### src/rtl/sid_bus_master.sv
// Host-side initiator for the SID CPU bus: turns single register requests into
// 6510-style phi2 bus cycles and sequences the SID reset pulse after power-up.
`timescale 1ns/1ps
module sid_bus_master #(
  parameter int CLK_DIV      = 24,
  parameter int PHI2_HIGH    = 12,
  parameter int RESET_CYCLES = 16
) (
  input  logic       clk,
  input  logic       res,
  input  logic       req_valid,
  output logic       req_ready,
  input  logic       req_write,
  input  logic [1:0] req_sel,
  input  logic [4:0] req_addr,
  input  logic [7:0] req_data,
  output logic       rsp_valid,
  output logic [7:0] rsp_data,
  output logic       phi2,
  output logic       r_w_n,
  output logic [4:0] addr,
  output logic       a5,
  output logic       a8,
  output logic       cs_n,
  output logic       cs_io1_n,
  output logic [7:0] data_o,
  output logic       data_oe,
  input  logic [7:0] data_i,
  output logic       sid_res
);

  localparam int PW = $clog2(CLK_DIV);
  localparam int RW = $clog2(RESET_CYCLES + 1);
  localparam logic [PW-1:0] LAST_PHASE = PW'(CLK_DIV - 1);
  localparam logic [PW-1:0] HIGH_START = PW'(CLK_DIV - PHI2_HIGH);
  localparam logic [RW-1:0] RES_LAST   = RW'(RESET_CYCLES - 1);

  typedef enum logic {BUS_IDLE, BUS_ACTIVE} bus_state_t;

  bus_state_t    state, state_next;
  logic [PW-1:0] phase, phase_next;
  logic [RW-1:0] res_count;
  logic          pending;

  logic          cmd_write;
  logic [1:0]    cmd_sel;
  logic [4:0]    cmd_addr;
  logic [7:0]    cmd_data;

  logic          cur_write, cur_write_next;
  logic [1:0]    cur_sel, cur_sel_next;
  logic [7:0]    cur_data, cur_data_next;

  logic          wrap, launch, done, accept, phi2_next, drive;

  assign req_ready = ~pending & ~sid_res;

  // Everything below is evaluated for the phase the next edge enters, so the
  // registered bus pins line up exactly with the phase boundaries.
  always_comb begin
    wrap           = (phase == LAST_PHASE);
    phase_next     = wrap ? '0 : phase + PW'(1);
    accept         = req_valid & req_ready;
    launch         = wrap & pending;
    done           = wrap & (state == BUS_ACTIVE);
    state_next     = state;
    cur_write_next = cur_write;
    cur_sel_next   = cur_sel;
    cur_data_next  = cur_data;
    if (launch) begin
      state_next     = BUS_ACTIVE;
      cur_write_next = cmd_write;
      cur_sel_next   = cmd_sel;
      cur_data_next  = cmd_data;
    end else if (done) begin
      state_next = BUS_IDLE;
    end
    phi2_next = (phase_next >= HIGH_START);
    drive     = (state_next == BUS_ACTIVE) & phi2_next;
  end

  always_ff @(posedge clk) begin
    if (res) begin
      state     <= BUS_IDLE;
      phase     <= '0;
      pending   <= 1'b0;
      res_count <= '0;
      sid_res   <= 1'b1;
      cmd_write <= 1'b0;
      cmd_sel   <= 2'd0;
      cmd_addr  <= 5'd0;
      cmd_data  <= 8'h00;
      cur_write <= 1'b0;
      cur_sel   <= 2'd0;
      cur_data  <= 8'h00;
      phi2      <= 1'b0;
      r_w_n     <= 1'b1;
      addr      <= 5'd0;
      a5        <= 1'b0;
      a8        <= 1'b0;
      cs_n      <= 1'b1;
      cs_io1_n  <= 1'b1;
      data_o    <= 8'h00;
      data_oe   <= 1'b0;
      rsp_valid <= 1'b0;
      rsp_data  <= 8'h00;
    end else begin
      state     <= state_next;
      phase     <= phase_next;
      cur_write <= cur_write_next;
      cur_sel   <= cur_sel_next;
      cur_data  <= cur_data_next;

      // Launch and accept never coincide: req_ready is low while pending.
      if (launch) begin
        pending <= 1'b0;
      end else if (accept) begin
        pending <= 1'b1;
      end
      if (accept) begin
        cmd_write <= req_write;
        cmd_sel   <= req_sel;
        cmd_addr  <= req_addr;
        cmd_data  <= req_data;
      end

      if (sid_res && wrap) begin
        res_count <= res_count + RW'(1);
        if (res_count == RES_LAST) begin
          sid_res <= 1'b0;
        end
      end

      phi2  <= phi2_next;
      r_w_n <= ~((state_next == BUS_ACTIVE) & cur_write_next);
      if (launch) begin
        addr <= cmd_addr;
        a5   <= (cmd_sel == 2'd1);
        a8   <= (cmd_sel == 2'd2);
      end
      cs_n     <= ~(drive & (cur_sel_next != 2'd3));
      cs_io1_n <= ~(drive & (cur_sel_next == 2'd3));
      data_oe  <= drive & cur_write_next;
      if (drive) begin
        data_o <= cur_data_next;
      end

      // The completing cycle's command is still in cur_* on this edge.
      rsp_valid <= done;
      if (done) begin
        rsp_data <= cur_write ? 8'h00 : data_i;
      end
    end
  end

endmodule

### config.mk
export PLATFORM = sky130hd
export DESIGN_NAME = sid_bus_master
export DESIGN_NICKNAME = d
export VERILOG_FILES = /design/src/rtl/sid_bus_master.sv
export SDC_FILE = /design/constraint.sdc
export NUM_CORES = 1
export LEC_CHECK = 0
export CORE_MARGIN = 3
export CORE_UTILIZATION = 25
export CTS_CLUSTER_SIZE = 30
export DETAILED_ROUTE_END_ITERATION = 16
export MAX_ROUTING_LAYER = met4
export PLACE_DENSITY_LB_ADDON = 0.12
export SETUP_SLACK_MARGIN = 0.5
export SYNTH_ARGS = -nofsm -noshare
export SYNTH_HDL_FRONTEND = slang
export SYNTH_SLANG_ARGS = --single-unit
### constraint.sdc
create_clock -name clk -period 1.8 [get_ports clk]
set_clock_uncertainty 0.15 [all_clocks]
set_input_delay 0.36 -clock clk [delete_from_list [all_inputs] [get_ports clk]]
set_output_delay 0.36 -clock clk [all_outputs]
set_load 0.02 [all_outputs]
==> flow_summary.ini, run 1 <==
[cts]
insertion_delay_ps = 330
cts_root_buf = clkbuf_8
tritoncts = yes
htreeDepth = 3
cts_hold_buf = 0
cts.sinks = 69
cts.path.max_buffers = 2
clk_pin_slew_ps = 70
cts_made_buffers = 9

[critical_path]
cp_max_fo = 4
path_class = flip-flop to flip-flop
worstPathArrival_ps = 1870
cp_data_required_time_ps = 1860
crit_path_start_kind = flip-flop
end_kind = flip-flop

[sta]
timing.final.crit_period_ps = 1820
fin_crit_sh_pct = 101
relSlewSlack_pct = 68.6
grt_setup_unrepaired = true
fmax_ghz = 0.550
setup_tns_ps = -16.8
worst_pin_slew_ps = 470
finalMaxSlewViolations = 0
timing_hold_violations_final = 0
fin_hold_ws_ps = 307
layout_setup_ws_ps = -16.8
setup_viol = 1

[yosys]
ys_ff_latch = 69
async_flop_share_pct = 0
yosys_most_used_dff = dfxtp_1
synth_cell_types = 37
netlist_area_sq_um = 2660
yosys.area.top_type = dfxtp_1
syn_avg_cell_area_sq_um = 8.56
synth_sequential_area_ratio_pct = 52.0
synth_top_area_share_pct = 52.0
yosysWarnings = 0
synth-edff-count = 0
netlist_instances = 310
synth.area.top_cells = dfxtp_1 (52%), nand2_1 (11%), a21oi_1 (9.0%), nand3b_1 (3.4%), a221oi_1 (2.6%)
syn_nets = 341

[pwr]
power_uw = 2760
p_leak_uw = 0.00176
p_int_uw = 2160
power_frac_seq_pct = 55.5
p_sw_share_pct = 22.0
p_per_area_nw_per_um2 = 603
switchingPower_uw = 608
clkPwrFrac_pct = 39.8
peakVddDrop_uv = 266
comb_power_share_pct = 4.7

[final_layout]
layoutNonFillerInstCount = 552
drive_gt1_share_pct = 52.3
diodes = 0
fin_nets = 447
area_growth_pct = 72.7

[routing]
vias_per_cell = 4.53
antenna_left = 0
drc = 0
drtIter0Drc = 62
wire_per_inst_um = 13.7
vias = 2500
finalWirelength_um = 7540
first_pass_iters = 4

[grt]
grt_use_met3_pct = 2.66
grt_start_max_net_pins = 35
use_met2_pct = 18.7
met1_usage_pct = 17.7
grt_pass1_wl_um = 11600
busiest_layer = met2
antenna_found_initial = 0
grt_usage_pct = 13.0
overflow = 0
grt_pass1_vias = 2362

[die]
die_w_um = 109
rows = 36
initial_utilization_pct = 26.4
dieArea_sq_um = 11900
pin_count = 58
design.core.area_sq_um = 10000
die_h_um = 109

[place]
gp_congestion = 0.751
post-place-cells = 510
pre_cts_ws_ps = -19.6
port-buffer-count = 57
detailed_place_hpwl_um = 4810

[run_status]
violations = setup timing
status = finished, violations left

[flow_run]
maxCapViolCount = 0

[min_path]
hold_path.class = flip-flop to flip-flop
-- cell families (layout without fill, tap and decap cells) --
logic type	Yosys count	in the layout	share of synthesized area (%)
mux	2	2	0.754
flops	69	69	52.0
buf+inv	28	137	4.24
compound gates	72	72	16.4
xor+xnor	3	3	0.990
simple gates	132	132	23.7
fa+ha+maj	4	4	1.89
-- registers in the layout (all words and copies together) (netlist names), 2 cells and up --
signal	cells
cmd_addr	5
data_o	8
res_count	5
addr	5
cmd_sel	2
cur_sel	2
rsp_data	8
phase	5
cmd_data	8
cur_data	8
-- final timing paths --
path         slack (ps)         from          end  cells past startpoint
max reg2reg         -20     phase[1]         cs_n                      5
max                 -20     phase[1]         cs_n                      5
min                 310  cmd_addr[4]  cmd_addr[4]                      2
min reg2reg         310  cmd_addr[4]  cmd_addr[4]                      2
-- synth_stat cells (2+ instances only) --
library cell and n:
a21bo_2 2, a21oi_1 48, a221oi_1 8, and3_1 4
buf_2 3, clkbuf_1 13, dfxtp_1 69, ha_1 4
inv_1 10, mux2i_1 2, nand2_1 79, nand2b_1 2
nand3_1 4, nand3b_1 12, nand4b_1 2, nor2_1 10
nor3_1 2, o31ai_1 8, or3_1 8, xor2_1 3
-- critical path, cell delays in order (launching register included) --
cell and delay [ps]:
dfxtp_4 360, ha_4 140, and4b_2 350, nand2_8 60, and3_4 150, or4b_1 480
-- per-stage QoR --
stage / cell area [sq um] / util [%]
6_report: 4580 / 45.6
4_1_cts: 4190 / 41.7
2_1_floorplan: 2710 / -
5_1_grt: 4580 / 45.6
3_5_place_dp: 3570 / 35.6
3_3_place_gp: 3570 / 35.6
-- what timing repair did --
action / in CTS / in global routing
pin swaps: 38 / 49
setup endpoints to repair: 84 / 92
resized for setup: 278 / 72
gates cloned: 2 / 1
buffers inserted: 13 / 12
-- placed cells by master (no fill, tap or decap), types with 6 or more instances in the layout --
cell type | netlist | final
dfxtp_1 | 69 | 39
a21oi_2 | 0 | 21
buf_4 | 1 | 34
a21oi_1 | 48 | 26
clkdlybuf4s50_1 | 0 | 25
nand2_2 | 0 | 18
nor2_1 | 10 | 6
nand2_1 | 79 | 44
buf_6 | 0 | 43
nand2_4 | 1 | 17
a221oi_2 | 0 | 8
dfxtp_2 | 0 | 26
inv_1 | 10 | 10
nand3b_1 | 12 | 12
clkbuf_8 | 0 | 11
or3_1 | 8 | 8
-- metal layers --
metal	wire, um	part of all wire [%]
met1	3630	48
met2	3540	47
met3	237	3.1
met4	125	1.7
met5	0	0
-- cell type report --
class | instances | area, sq um
Clock buffer | 12 | 155
Clock inverter | 2 | 10.0
Fill cell | 988 | 5460
Inverter | 11 | 41.3
Multi-Input combinational cell | 213 | 1620
Sequential cell | 69 | 1430
Tap cell | 133 | 166
Timing Repair Buffer | 112 | 1160
-- power by group through the flow --
stage          clock [uW]  combinational (uW)  sequential, uW
3_3_place_gp            0                 115            1570
5_1_grt              1210                 138            1530
3_5_place_dp            0                 113            1570
6_report             1100                 129            1530
2_1_floorplan           0                31.2            1570
4_1_cts              1150                 120            1540
Note: power is estimated with default switching activity, not from simulation.
==> inputs of run 2 (changes only) <==
Settings changed: CORE_UTILIZATION 25 to 39.
==> flow_summary.ini, run 2 (synthesized netlist as in run 1, its figures left out) <==
[final_layout]
area_growth_pct = 63.3
drive_gt1_share_pct = 44.1
fill_cells = 546
layoutNonFillerInstCount = 478
diodes = 0
layout_commonest_cell = nand2_1
stdcell_area_sq_um = 4340
layout_common_cells = nand2_1 (64), buf_6 (38), a21oi_1 (37)
post-route-util_pct = 67.1
fin_nets = 428

[critical_path]
end_kind = flip-flop
crit_path_start_kind = flip-flop
path_class = flip-flop to flip-flop
cp_max_fo = 5
worstPathArrival_ps = 1890
cp_data_required_time_ps = 1860

[sta]
fin_hold_ws_ps = 294
finalMaxSlewViolations = 0
relSlewSlack_pct = 76.1
fin_crit_sh_pct = 101
grt_setup_unrepaired = true
setup_viol = 1
timing.final.crit_period_ps = 1830
timing_hold_violations_final = 0
fmax_ghz = 0.547
worst_pin_slew_ps = 358
layout_setup_ws_ps = -26.9

[routing]
finalWirelength_um = 6930
met1Wirelength_um = 3210
wire_per_inst_um = 14.5
antenna_left = 0
drc = 0
vias_per_cell = 5.07
wl_met2_um = 3210
drtIter0Drc = 125
first_pass_iters = 4
dr_wl_met3_um = 371
top_layer_used = met4
vias = 2425

[die]
rows = 29
initial_utilization_pct = 41.1
pin_count = 58
design.core.area_sq_um = 6460
die_h_um = 88.5
die_w_um = 88.5
dieArea_sq_um = 7830

[place]
port-buffer-count = 57
gp_congestion = 0.824
placedInstanceArea_sq_um = 3480
detailed_place_hpwl_um = 4120
post-place-cells = 447

[cts]
htreeDepth = 3
cts.path.max_buffers = 2
clk_pin_slew_ps = 70
cts_made_buffers = 9
tritoncts = yes
cts_root_buf = clkbuf_8
cts.sinks = 69
cts_hold_buf = 0
insertion_delay_ps = 340

[grt]
antenna_found_initial = 0
grt_usage_pct = 19.3
grt_start_max_net_pins = 67
overflow = 0
grt_pass1_vias = 2374
grt_pass1_wl_um = 11300

[pwr]
p_leak_uw = 0.00157
peakVddDrop_uv = 435
p_per_area_nw_per_um2 = 684
power_uw = 2970

[min_path]
hold_path.class = flip-flop to flip-flop

[run_status]
violations = setup timing
status = finished, violations left

[flow_run]
maxCapViolCount = 0
## run 2: cell count changes in the layout (fill, tap and decap cells not counted), moves of 5 or more
cell,change
nand2_1,+20
nand2_2,-14
a21oi_2,-11
a21oi_1,+11
buf_6,-5
nand2_4,-8
buf_4,-15
## run 2: metal layers
metal  global-route usage [%]  up-vias
met4                     8.24        0
met5                        -        -
met1                     26.1     1107
li1                         -     1241
met2                     27.4       64
met3                     4.56       13
## run 2: worst paths after layout
path | from | end | slack [ps] | cells past startpoint
hold reg to reg | cmd_addr[0] | addr[0] | 290 | 2
setup / recovery | phase[1] | cs_n | -30 | 5
setup reg to reg | phase[1] | cs_n | -30 | 5
hold / removal | cmd_addr[0] | addr[0] | 290 | 2
## run 2: timing repair
| item | in CTS | in global routing |
|---|---|---|
| gates cloned | 2 | 0 |
| setup buffers | 8 | 6 |
| pin swaps | 38 | 13 |
| resized for setup | 265 | 48 |
| endpoints found under the setup margin | 94 | 94 |
## run 2: metrics by stage
step	setup WS [ps]	TNS, ps
finish	-26.9	-26.9
global route	-139	-535
detailed placement	1.10	0
CTS	30.7	0
floorplan	13.9	0
global placement	18.7	0
## run 2: final cells by class
type | count | area (sq um) | share of cell area (%)
Multi-Input combinational cell | 213 | 1530 | 35.2
Clock buffer | 11 | 163 | 3.75
Timing Repair Buffer | 93 | 1030 | 23.8
Tap cell | 77 | 96.3 | 2.22
Inverter | 11 | 41.3 | 0.952
Clock inverter | 4 | 45.0 | 1.04
Sequential cell | 69 | 1430 | 33.0
## run 2: power by group
group	leakage, uW	internal [uW]	switching, uW	total [uW]
Sequential	0.000572	1530	5.93	1530
Clock	0.000110	747	564	1310
Combinational	0.000891	70.8	51.4	122
## run 2: critical path, cell delays in order (launching register included)
cell and delay (ps):
dfxtp_4 350, ha_4 170, nand4b_1 190, mux2i_1 240, and2b_1 180, or4b_1 420
==> inputs of run 3 (changes only) <==
Settings changed: CTS_BUF_LIST set to sky130_fd_sc_hd__clkbuf_4 sky130_fd_sc_hd__clkbuf_8, PLACE_DENSITY_LB_ADDON 0.12 to 0.3.
==> flow_summary.ini, run 3 (synthesized netlist as in run 1, its figures left out) <==
[critical_path]
worstPathArrival_ps = 1980
path_class = flip-flop to flip-flop
critical_path.top_delay_family = simple AND/OR/NAND/NOR gates
cp_max_fo = 7
cp_data_required_time_ps = 1870
crit_slowest_cell = or4b_1
end_kind = flip-flop
crit_chain = ha_4 -> nand4b_1 -> mux2i_1 -> and2b_1 -> or4b_1
cpPeakStageDelay_ps = 420
crit_path_start_kind = flip-flop
critPathBufInv = 0

[grt]
grt_pass1_vias = 2303
overflow = 0
grt_usage_pct = 18.3
antenna_found_initial = 0
grt_start_max_net_pins = 41
grt_pass1_wl_um = 10700

[routing]
vias_per_cell = 5.24
antenna_left = 0
wire_per_inst_um = 16.5
first_pass_iters = 4
drc = 0
vias = 2555
finalWirelength_um = 8040
drtIter0Drc = 76

[place]
detailed_place_hpwl_um = 4210
gp_congestion = 0.799
port-buffer-count = 57

[die]
dieArea_sq_um = 7830
rows = 29
pin_count = 58
die_w_um = 88.5
design.core.area_sq_um = 6460
die_h_um = 88.5
initial_utilization_pct = 41.1

[final_layout]
drive_gt1_share_pct = 50.1
post-route-util_pct = 70.6
fill_cells = 458
fin_nets = 437
layout_common_cells = nand2_1 (58), buf_6 (37), dfxtp_1 (36)
layout_commonest_cell = nand2_1
area_growth_pct = 71.7
diodes = 0

[min_path]
hold_path.class = flip-flop to flip-flop

[sta]
finalMaxSlewViolations = 0
layout_setup_ws_ps = -108
fmax_ghz = 0.524
timing.final.crit_period_ps = 1910
relSlewSlack_pct = 66.7
setup_viol = 9
worst_pin_slew_ps = 500
fin_crit_sh_pct = 106
timing_hold_violations_final = 0
grt_setup_unrepaired = true

[cts]
htreeDepth = 3
tritoncts = yes
clk_pin_slew_ps = 70
cts.path.max_buffers = 2
insertion_delay_ps = 340
cts.sinks = 69
cts_root_buf = clkbuf_8
cts_made_buffers = 9

[pwr]
p_per_area_nw_per_um2 = 644
power_uw = 2940
peakVddDrop_uv = 442
p_leak_uw = 0.00181

[run_status]
violations = setup timing
status = finished, violations left

[flow_run]
maxCapViolCount = 0
run 3: cell types whose count changed in the layout (fill, tap and decap cells not counted), moves of 3 or more:
cell / before / now
buf_4: 19 / 25
o31ai_2: 6 / 3
or3_1: 8 / 5
nand2_4: 9 / 16
or3_4: 0 / 3
a21oi_2: 10 / 17
a21oi_1: 37 / 30
nand2_1: 64 / 58
run 3: worst reg2reg max path, stage by stage, from the launching register on:
cell      delay [ps]
dfxtp_4          360
ha_4             160
nand4b_1         200
mux2i_1          320
and2b_1          190
or4b_1           420
run 3: area by class of cell:
class	instances	area, sq um	area share, %
clock inverter	4	47.5	1.04
tap	77	96.3	2.11
clock buffer	12	153	3.35
inverter	11	41.3	0.906
timing repair buffer	101	1140	25.1
sequential	69	1430	31.3
multi-input combinational	214	1650	36.2
run 3: metal layers:
metal | routed length (um) | share of wire, % | global-route usage (%) | vias to the layer above
met5 | 0 | 0 | - | -
met4 | 192 | 2.4 | 7.42 | 0
met3 | 294 | 3.7 | 5.31 | 20
met2 | 4210 | 52 | 28.6 | 63
met1 | 3330 | 41 | 22.3 | 1215
li1 | - | - | - | 1257
run 3: worst paths after layout:
kind / to / slack, ps / cells past startpoint / start
setup / recovery: cs_n / -110 / 5 / phase[1]
hold / removal: rsp_data[7] / 310 / 2 / rsp_data[7]
setup reg to reg: cs_n / -110 / 5 / phase[1]
hold reg to reg: rsp_data[7] / 310 / 2 / rsp_data[7]
run 3: where the power goes:
| group | switching (uW) | internal, uW |
|---|---|---|
| Combinational | 53.3 | 67.6 |
| Sequential | 6.69 | 1530 |
| Clock | 574 | 705 |
| Total | 634 | 2300 |
run 3: repair_timing:
item	in CTS	in global routing
resized for setup	252	93
pin swaps	30	38
buffers inserted	6	13
gates cloned	3	5
endpoints found under the setup margin	96	93
hold buffers	0	0
run 3: per-stage QoR:
| step | setup slack (ps) | setup TNS, ps | instance area [sq um] | std cells | hold WS (ps) |
|---|---|---|---|---|---|
| after floorplan | 13.9 | 0 | 2710 | 310 | 282 |
| after global placement | -7.97 | -7.97 | 3420 | 445 | 289 |
| final | -108 | -340 | 4560 | 488 | 313 |
| after CTS | 29.2 | 0 | 3970 | 470 | 299 |
| after detailed placement | -25.0 | -29.0 | 3420 | 445 | 292 |
| after global routing | -179 | -1320 | 4560 | 488 | 330 |
